**src/rtl/mem_pkg.sv**
```systemverilog
// Shared types and constants for the cache-to-memory port arbiter.
package mem_pkg;

  localparam int ADDR_WIDTH = 64;
  localparam int BUS_WIDTH  = 128;
  localparam int MASK_WIDTH = BUS_WIDTH / 8;

  typedef logic [ADDR_WIDTH-1:0] addr_t;
  typedef logic [BUS_WIDTH-1:0]  bus_data_t;
  typedef logic [MASK_WIDTH-1:0] bus_mask_t;

  typedef enum logic [1:0] {
    IDLE   = 2'd0,
    WAIT_R = 2'd1,
    WAIT_W = 2'd2
  } arb_state_t;

endpackage

```
**src/rtl/mem_port_arbiter_if.sv**
```systemverilog
// 128-bit memory request port; the requester side uses the master modport.
interface mem_port_arbiter_if;
  import mem_pkg::*;

  logic      ren;
  addr_t     raddr;
  logic      wen;
  addr_t     waddr;
  bus_data_t wdata;
  bus_mask_t wmask;
  bus_data_t rdata;
  logic      rvalid;
  logic      wvalid;

  modport master (
    output ren, raddr, wen, waddr, wdata, wmask,
    input  rdata, rvalid, wvalid
  );

  modport slave (
    input  ren, raddr, wen, waddr, wdata, wmask,
    output rdata, rvalid, wvalid
  );

endinterface

```
**src/rtl/rr_pick2.sv**
```systemverilog
// Two-way round-robin picker: on a tie the master that did not win last time wins.
module rr_pick2 (
  input  logic [1:0] req,
  input  logic       last,
  output logic       gnt,
  output logic       valid
);

  always_comb begin
    valid = |req;
    gnt   = last;
    case (req)
      2'b01:   gnt = 1'b0;
      2'b10:   gnt = 1'b1;
      2'b11:   gnt = ~last;
      default: gnt = last;
    endcase
  end

endmodule

```
**src/rtl/mem_port_arbiter.sv**
```systemverilog
// Merges the I-cache and D-cache memory ports onto one memory port, one
// outstanding transaction at a time, routing the done pulse back to the owner.
module mem_port_arbiter
  import mem_pkg::*;
#(
  parameter int TIMEOUT = 1024
) (
  input  logic               clk,
  input  logic               rst,
  mem_port_arbiter_if.slave  m0,
  mem_port_arbiter_if.slave  m1,
  mem_port_arbiter_if.master s,
  output logic               busy,
  output logic               grant_id,
  output logic               timeout_err
);

  localparam int CW = $clog2(TIMEOUT + 1);
  localparam logic [CW-1:0] TMAX = CW'(TIMEOUT);

  arb_state_t    state_q, state_d;
  logic          grant_id_q, grant_id_d;
  logic          busy_q, busy_d;
  logic          timeout_err_q, timeout_err_d;
  logic [CW-1:0] cnt_q, cnt_d;
  logic          s_ren_q, s_ren_d, s_wen_q, s_wen_d;
  addr_t         s_raddr_q, s_raddr_d, s_waddr_q, s_waddr_d;
  bus_data_t     s_wdata_q, s_wdata_d;
  bus_mask_t     s_wmask_q, s_wmask_d;

  logic pick_id, pick_valid;
  logic rd_done, wr_done;

  rr_pick2 u_pick (
    .req   ({m1.ren | m1.wen, m0.ren | m0.wen}),
    .last  (grant_id_q),
    .gnt   (pick_id),
    .valid (pick_valid)
  );

  always_comb begin
    state_d       = state_q;
    grant_id_d    = grant_id_q;
    busy_d        = busy_q;
    timeout_err_d = timeout_err_q;
    cnt_d         = cnt_q;
    s_ren_d       = s_ren_q;
    s_wen_d       = s_wen_q;
    s_raddr_d     = s_raddr_q;
    s_waddr_d     = s_waddr_q;
    s_wdata_d     = s_wdata_q;
    s_wmask_d     = s_wmask_q;

    case (state_q)
      IDLE: begin
        if (pick_valid) begin
          grant_id_d = pick_id;
          busy_d     = 1'b1;
          cnt_d      = '0;
          // A write request outranks a read from the same master.
          if (pick_id ? m1.wen : m0.wen) begin
            s_wen_d   = 1'b1;
            s_waddr_d = pick_id ? m1.waddr : m0.waddr;
            s_wdata_d = pick_id ? m1.wdata : m0.wdata;
            s_wmask_d = pick_id ? m1.wmask : m0.wmask;
            state_d   = WAIT_W;
          end else begin
            s_ren_d   = 1'b1;
            s_raddr_d = pick_id ? m1.raddr : m0.raddr;
            state_d   = WAIT_R;
          end
        end
      end
      WAIT_R, WAIT_W: begin
        if (cnt_q != TMAX) cnt_d = cnt_q + CW'(1);
        // Timeout only flags the condition; the grant keeps waiting.
        if (cnt_d == TMAX) timeout_err_d = 1'b1;
        if (state_q == WAIT_R && s.rvalid) begin
          s_ren_d = 1'b0;
          busy_d  = 1'b0;
          state_d = IDLE;
        end
        if (state_q == WAIT_W && s.wvalid) begin
          s_wen_d = 1'b0;
          busy_d  = 1'b0;
          state_d = IDLE;
        end
      end
      default: state_d = IDLE;
    endcase
  end

  always_ff @(posedge clk or posedge rst) begin
    if (rst) begin
      state_q       <= IDLE;
      grant_id_q    <= 1'b1;
      busy_q        <= 1'b0;
      timeout_err_q <= 1'b0;
      cnt_q         <= '0;
      s_ren_q       <= 1'b0;
      s_wen_q       <= 1'b0;
      s_raddr_q     <= '0;
      s_waddr_q     <= '0;
      s_wdata_q     <= '0;
      s_wmask_q     <= '0;
    end else begin
      state_q       <= state_d;
      grant_id_q    <= grant_id_d;
      busy_q        <= busy_d;
      timeout_err_q <= timeout_err_d;
      cnt_q         <= cnt_d;
      s_ren_q       <= s_ren_d;
      s_wen_q       <= s_wen_d;
      s_raddr_q     <= s_raddr_d;
      s_waddr_q     <= s_waddr_d;
      s_wdata_q     <= s_wdata_d;
      s_wmask_q     <= s_wmask_d;
    end
  end

  assign rd_done = (state_q == WAIT_R) && s.rvalid;
  assign wr_done = (state_q == WAIT_W) && s.wvalid;

  assign m0.rvalid = rd_done && !grant_id_q;
  assign m1.rvalid = rd_done &&  grant_id_q;
  assign m0.wvalid = wr_done && !grant_id_q;
  assign m1.wvalid = wr_done &&  grant_id_q;
  assign m0.rdata  = m0.rvalid ? s.rdata : '0;
  assign m1.rdata  = m1.rvalid ? s.rdata : '0;

  assign s.ren   = s_ren_q;
  assign s.wen   = s_wen_q;
  assign s.raddr = s_raddr_q;
  assign s.waddr = s_waddr_q;
  assign s.wdata = s_wdata_q;
  assign s.wmask = s_wmask_q;

  assign busy        = busy_q;
  assign grant_id    = grant_id_q;
  assign timeout_err = timeout_err_q;

endmodule

```
**src/flat_wrapper.sv**
```systemverilog
// flat-port wrapper written by rule: the top's interface ports become plain ports
module mem_port_arbiter_flat import mem_pkg::*;
#(
  parameter int TIMEOUT = 1024
)
  (clk, rst, busy, grant_id, timeout_err, m0_ren, m0_raddr, m0_wen, m0_waddr, m0_wdata, m0_wmask, m0_rdata, m0_rvalid, m0_wvalid, m1_ren, m1_raddr, m1_wen, m1_waddr, m1_wdata, m1_wmask, m1_rdata, m1_rvalid, m1_wvalid, s_ren, s_raddr, s_wen, s_waddr, s_wdata, s_wmask, s_rdata, s_rvalid, s_wvalid);
  mem_port_arbiter_if m0_i ();
  mem_port_arbiter_if m1_i ();
  mem_port_arbiter_if s_i ();
  input  logic clk;
  input  logic rst;
  output logic busy;
  output logic grant_id;
  output logic timeout_err;
  input wire logic [$bits(m0_i.ren)-1:0] m0_ren;
  input wire logic [$bits(m0_i.raddr)-1:0] m0_raddr;
  input wire logic [$bits(m0_i.wen)-1:0] m0_wen;
  input wire logic [$bits(m0_i.waddr)-1:0] m0_waddr;
  input wire logic [$bits(m0_i.wdata)-1:0] m0_wdata;
  input wire logic [$bits(m0_i.wmask)-1:0] m0_wmask;
  output wire logic [$bits(m0_i.rdata)-1:0] m0_rdata;
  output wire logic [$bits(m0_i.rvalid)-1:0] m0_rvalid;
  output wire logic [$bits(m0_i.wvalid)-1:0] m0_wvalid;
  input wire logic [$bits(m1_i.ren)-1:0] m1_ren;
  input wire logic [$bits(m1_i.raddr)-1:0] m1_raddr;
  input wire logic [$bits(m1_i.wen)-1:0] m1_wen;
  input wire logic [$bits(m1_i.waddr)-1:0] m1_waddr;
  input wire logic [$bits(m1_i.wdata)-1:0] m1_wdata;
  input wire logic [$bits(m1_i.wmask)-1:0] m1_wmask;
  output wire logic [$bits(m1_i.rdata)-1:0] m1_rdata;
  output wire logic [$bits(m1_i.rvalid)-1:0] m1_rvalid;
  output wire logic [$bits(m1_i.wvalid)-1:0] m1_wvalid;
  output wire logic [$bits(s_i.ren)-1:0] s_ren;
  output wire logic [$bits(s_i.raddr)-1:0] s_raddr;
  output wire logic [$bits(s_i.wen)-1:0] s_wen;
  output wire logic [$bits(s_i.waddr)-1:0] s_waddr;
  output wire logic [$bits(s_i.wdata)-1:0] s_wdata;
  output wire logic [$bits(s_i.wmask)-1:0] s_wmask;
  input wire logic [$bits(s_i.rdata)-1:0] s_rdata;
  input wire logic [$bits(s_i.rvalid)-1:0] s_rvalid;
  input wire logic [$bits(s_i.wvalid)-1:0] s_wvalid;
  assign m0_i.ren = m0_ren;
  assign m0_i.raddr = m0_raddr;
  assign m0_i.wen = m0_wen;
  assign m0_i.waddr = m0_waddr;
  assign m0_i.wdata = m0_wdata;
  assign m0_i.wmask = m0_wmask;
  assign m0_rdata = m0_i.rdata;
  assign m0_rvalid = m0_i.rvalid;
  assign m0_wvalid = m0_i.wvalid;
  assign m1_i.ren = m1_ren;
  assign m1_i.raddr = m1_raddr;
  assign m1_i.wen = m1_wen;
  assign m1_i.waddr = m1_waddr;
  assign m1_i.wdata = m1_wdata;
  assign m1_i.wmask = m1_wmask;
  assign m1_rdata = m1_i.rdata;
  assign m1_rvalid = m1_i.rvalid;
  assign m1_wvalid = m1_i.wvalid;
  assign s_ren = s_i.ren;
  assign s_raddr = s_i.raddr;
  assign s_wen = s_i.wen;
  assign s_waddr = s_i.waddr;
  assign s_wdata = s_i.wdata;
  assign s_wmask = s_i.wmask;
  assign s_i.rdata = s_rdata;
  assign s_i.rvalid = s_rvalid;
  assign s_i.wvalid = s_wvalid;
  mem_port_arbiter #(.TIMEOUT(TIMEOUT)) u_core (.clk(clk), .rst(rst), .m0(m0_i), .m1(m1_i), .s(s_i), .busy(busy), .grant_id(grant_id), .timeout_err(timeout_err));
endmodule
```
**config.mk**
```make
export PLATFORM = sky130hd
export DESIGN_NAME = mem_port_arbiter_flat
export DESIGN_NICKNAME = d
export VERILOG_FILES = /design/src/rtl/mem_pkg.sv /design/src/rtl/mem_port_arbiter_if.sv /design/src/rtl/rr_pick2.sv /design/src/rtl/mem_port_arbiter.sv /design/src/flat_wrapper.sv
export SDC_FILE = /design/constraint.sdc
export NUM_CORES = 1
export LEC_CHECK = 0
export BUFFER_PORTS_ARGS = -buffer_cell sky130_fd_sc_hd__buf_2
export CAP_MARGIN = 20
export CORE_AREA = 2 2 478 480
export DETAILED_ROUTE_END_ITERATION = 8
export DIE_AREA = 0 0 480 482
export PLACE_DENSITY = 0.3
export SYNTH_ARGS = -nofsm -noshare
export SYNTH_HDL_FRONTEND = slang
export SYNTH_SLANG_ARGS = --single-unit
```
**constraint.sdc**
```tcl
create_clock -name clk -period 11.8 [get_ports clk]
set_input_delay 1.18 -clock clk [delete_from_list [all_inputs] [get_ports clk]]
set_output_delay 1.18 -clock clk [all_outputs]
set_load 0.02 [all_outputs]
```
* After elaboration in Yosys (flattened, before gate mapping)
Cells that the tools add are included.
** Storage, ports and cells
- Bits in registers :: 290
- Latch bits :: 0
- Bits in writable memories :: 0
- Bits in read-only memories :: 0
- Logic and storage cells :: 77
- Memories :: 0
** Operators by class
- $add $sub $neg :: 1
- Multipliers :: 0
- Divide/modulo/power cells :: 0
- Magnitude comparators :: 0
- Equality and inequality tests :: 13
- Shift-type cells :: 0
- Multiplexer cells :: 28
- Bitwise operators :: 4
- Reductions and logical operators :: 20
** Operators with widths (number)
- 128-bit 2-to-1 mux :: 3
- 64-bit 2-to-1 mux :: 2
- 11-bit 2-to-1 mux :: 3
- 11-bit case mux with 2 select lines :: 1
- 16-bit 2-to-1 mux :: 1
- 11-bit by 1-bit adder with 11-bit output (second input constant) :: 1
- 11-bit equality test (second input constant) :: 1
- 11-bit != test (second input constant) :: 1
- 1-bit 2-to-1 mux :: 9
- 3-bit AND reduction :: 3
- 2-bit 2-to-1 mux :: 4
- 2-bit by 1-bit != test with 1-bit output (second input constant) :: 4
- 2-bit AND reduction :: 4
- 4-bit AND reduction :: 2
- 2-bit equality test (second input constant) :: 3
- 1-bit logical AND :: 6
- 1-bit case mux with 2 select lines :: 3
- 2-bit by 1-bit equality test with 1-bit output (second input constant) :: 2
- 2-bit case mux with 2 select lines :: 1
- 2-bit OR reduction :: 2
- 3-bit by 1-bit != test with 1-bit output (second input constant) :: 1
- 1-bit case mux with 3 select lines :: 1
- 2-bit zero test :: 1
- 2-bit != test (second input constant) :: 1
- 4 further kinds :: 6

* Longest topological paths before layout
- Depth after elaboration :: 7
- Gate-level depth with buffers :: 9

* Cells and area by module
From an unflattened synthesis, not the netlist that was laid out.
** Unflattened totals
- Cells, all modules :: 1621
- Area, all modules :: 15429.8 um2
** By module, submodules not included
- mem_port_arbiter :: instances 1, cells each 1618, area each 15409.8 um2, seq. area each 7258.2 um2
- rr_pick2 :: instances 1, cells each 3, area each 20.0 um2, seq. area each 0.0 um2

* Least setup slack after synthesis
Ideal clock, no wire load.
- Path type :: in2out
- Start :: input port s_rvalid
- End :: output port m0_rdata[100]
- Data arrival time :: 2.110 ns
- Slack :: 8.510 ns
- Stages on the path :: 5
- Path buffers :: 2
- Cell sequence :: nand2_1 -> nor2_1 -> clkbuf_1 -> clkbuf_1 -> and2_1
** On the way
- Cells in the longest elaborated chain, start to end :: 3
** RTL lines
- start: declaration :: RTL line flat_wrapper.sv:40 : input wire logic [$bits(s_i.rvalid)-1:0] s_rvalid;
- 1-bit logical AND :: RTL line mem_port_arbiter.sv:121 : assign rd_done = (state_q == WAIT_R) && s.rvalid;
- 1-bit logical AND :: RTL line mem_port_arbiter.sv:124 : assign m0.rvalid = rd_done && !grant_id_q;
- 128-bit 2-to-1 mux :: RTL line mem_port_arbiter.sv:128 : assign m0.rdata = m0.rvalid ? s.rdata : '0;
- end: declaration :: RTL line flat_wrapper.sv:21 : output wire logic [$bits(m0_i.rdata)-1:0] m0_rdata;
No other way between the ends.

* Worst setup path in the final report
- Start :: register u_core.grant_id_q (netlist: u_core.grant_id)
- End :: output port m1_rdata[44]
** On the way
- Cells in the longest elaborated chain, start to end :: 2
** RTL lines
- start: declaration :: RTL line mem_port_arbiter.sv:22 : logic grant_id_q, grant_id_d;
- start signal: assignment :: RTL line mem_port_arbiter.sv:108 : grant_id_q <= grant_id_d;
- 1-bit logical AND :: RTL line mem_port_arbiter.sv:125 : assign m1.rvalid = rd_done && grant_id_q;
- 128-bit 2-to-1 mux :: RTL line mem_port_arbiter.sv:129 : assign m1.rdata = m1.rvalid ? s.rdata : '0;
- end: declaration :: RTL line flat_wrapper.sv:30 : output wire logic [$bits(m1_i.rdata)-1:0] m1_rdata;
No other way between the ends.

==> qor.txt <==
outcome - finished, final reports clean
P&R area growth vs syn - 71.1%
row count - 175
HPWL after DPL - 108,000 microns
clk_lat worst skew - 0.63 ns
clk_skew - 0.0225 ns
Crit path arrival time - 3.03 ns
Int Power - 3.27 mW
Seq pwr share - 0.266
post-synthesis compound-gate area fraction - 0.105
PortBufs - 1,216
Resized Gates After CTS - 0
P per Cell Area - 248 nW/um^2
total power after layout - 6.51 mW
simple-gate share of the synthesized area - 0.191
count of different cell masters after synthesis - 45
post-synthesis adder-cell area fraction - 0.00490
Area after DPL - 24,700 sq um
vias in the first global route - 16,600
Mapped Area - 15,300 sq um
Post-synth ARST share - 1.00
Hold Crit Depth - 1
chip width - 480 microns
Final Cell Area - 26,200 sq um
drt first-iter violations - 639
Peak VDD IR - 0.000137 V
Min-Delay Path Class - reg2reg
number of synthesized flops with an enable pin - 0
pre-CTS setup slack - 7.09 ns
clock period minus worst slack - 4.21 ns
die height - 482 microns
Antenna Nets Post-Route - 0
DR DRC count - 0
Final Max Tran Viols - 0
CTS root buffer - clkbuf_16
Startpoint Class - flip-flop
crit end category - output pin
Initial Util - 0.0677
Switch Pwr - 3.24 mW
Clock Tree Buf Depth - 3
Layout fillers - 26,300
Yosys reg bits - 290
Slew @ Worst Pin - 1.13 ns
Top-Level Pins - 1,217
Synth warnings - 0
Switching Share - 0.497
Final Wtd Congestion - 0.857
Final Hold Viols - 0
worst r2r path cells - 8
Total GRT Usage - 0.103
setup violators final - 0
CTS buffer count - 43
DR pass1 iterations - 5
Clk network pwr share - 0.205
Post-CTS Setup Repair Bufs - 0
core area - 226,000 sq um
TritonCTS clock tree - built
unrepaired setup endpoints after global routing - no
mux contribution to synthesized area - 0.180
syn_nets - 2,287
Comb pwr share - 0.529
largest net degree at the start of global routing - 187
final worst slack - 7.59 ns
total gr overflow - 0
sequential area share after synthesis - 0.474
layout cells sized above 1 - 0.473
Static Leak - 13.0 nW
via count - 16,500
H-tree levels - 2
first-pass GRT wire length - 158,000 microns
max-cap violations - 0
CTS sink count - 290
post-synthesis xor/xnor area fraction - 0.00400
CP cell instances - and3_4 > buf_4 > and2_1 > buf_2
CP peak stage delay - 0.73 ns
via/cell ratio - 2.84
initial antenna violation count - 66
relative slew slack - 0.250
WL per Instance - 21.6 microns
syn_area_per_cell - 9.57 sq um
worst-path fanout max - 119
commonest non-fill, non-tap cells in the layout - buf_2, dfrtp_1, mux2i_1
setup tns final - 0 ns
Crit-path slowest cell - buf_4
cell count after synthesis - 1,601
critical path class - reg2out
period utilization - 0.357
Nets - 3,442
fmax - 0.237 GHz
# hold bufs at CTS - 0
combinational family with the most area after synthesis - simple AND/OR/NAND/NOR gates
dominant synthesized flop cell - dfrtp_1
Die Area - 231,000 sq um
worst endpoint required time - 10.62 ns
commonest non-fill, non-tap cell in the layout - buf_2
Reg clk slew, reported paths - 0.05 ns
Detailed Route WL - 125,000 microns
metal layers:
metal / vias up / track usage / wire, microns
met3: 193 / 0.0438 / 13700
met1: 7593 / 0.107 / 44800
met4: 8 / 0.0356 / 4650
met2: 934 / 0.184 / 62200
met5: - / 0 / 46
li1: 7738 / - / -
cells by family (layout without fill, tap and decap cells):
logic type               count (synthesis)  in the layout
AND/OR/NAND/NOR                        580            580
multiplexers                           275            275
XOR/XNOR                                 7              7
adder cells (fa/ha/maj)                  6              6
AO/OA/AOI/OAI                          311            311
buffers and inverters                  132           1315
other                                    0              9
flip-flops                             290            290
power groups by stage:
| stage | clock (mW) | combinational [mW] | sequential, mW |
|---|---|---|---|
| 2_1_floorplan | 0 | 1.36 | 2.29 |
| 3_3_place_gp | 0 | 3.65 | 1.75 |
| 3_5_place_dp | 0 | 3.63 | 1.76 |
| 4_1_cts | 1.42 | 3.64 | 1.75 |
| 5_1_grt | 1.45 | 3.82 | 1.81 |
| 6_report | 1.33 | 3.45 | 1.73 |
cell type report:
type	count	area (sq um)	area share
multi-input cells	1179	7450	0.284
flip-flops and latches	290	7260	0.277
repair buffers	1234	6270	0.239
well taps	3009	3760	0.144
clock buffers	58	1230	0.0470
clock inverters	15	175	0.00668
inverters	8	37.5	0.00143
diodes	9	22.5	0.000859
final timing paths:
path / from / to / slack, ns
max: u_core.grant_id / m1_rdata[44] / 7.59
max in group asynchronous: rst / u_core.s.waddr[19] / 9.02
min in group asynchronous: rst / u_core.s.wdata[100] / 0.62
max reg2reg: u_core.state_q[0] / u_core.s.wdata[27] / 7.71
min: u_core.timeout_err / u_core.timeout_err / 0.46
min reg2reg: u_core.timeout_err / u_core.timeout_err / 0.46
worst max-delay path: cells and delay by family, from the launching register on:
kind	cells	cell delay (ns)
buffers and inverters	2	0.93
and+or+nand+nor	2	0.67
DFF	1	0.70
cell usage after synthesis, types with 6 or more instances:
master / number / area share
buf_2: 70 / 0.023
inv_1: 8 / 0.0020
mux2i_1: 275 / 0.18
o21ai_0: 81 / 0.026
and2_1: 256 / 0.10
nand2_1: 78 / 0.019
nor2_1: 218 / 0.053
dfrtp_1: 289 / 0.47
o31ai_1: 6 / 0.0029
buf_4: 11 / 0.0054
clkbuf_1: 41 / 0.010
ha_1: 6 / 0.0049
a21oi_1: 212 / 0.069
flip-flops by register name (all words and copies together) (netlist names):
| register | flops |
|---|---|
| u_core.timeout_err | 1 |
| u_core.s.wmask | 16 |
| u_core.s.raddr | 64 |
| u_core.grant_id | 1 |
| u_core.state_q | 2 |
| u_core.cnt_q | 11 |
| u_core.s.ren | 1 |
| u_core.s.waddr | 64 |
| u_core.s.wdata | 128 |
| u_core.busy | 1 |
| u_core.s.wen | 1 |
through the flow:
stage | cells | hold slack (ns) | util
after floorplan | 1601 | 0.483 | -
final | 5802 | 0.461 | 0.116
after CTS | 5792 | 0.467 | 0.116
after global routing | 5799 | 0.494 | 0.116
after global placement | 5719 | 0.458 | 0.109
after detailed placement | 5719 | 0.453 | 0.109
(Power assumes the default switching activity.)
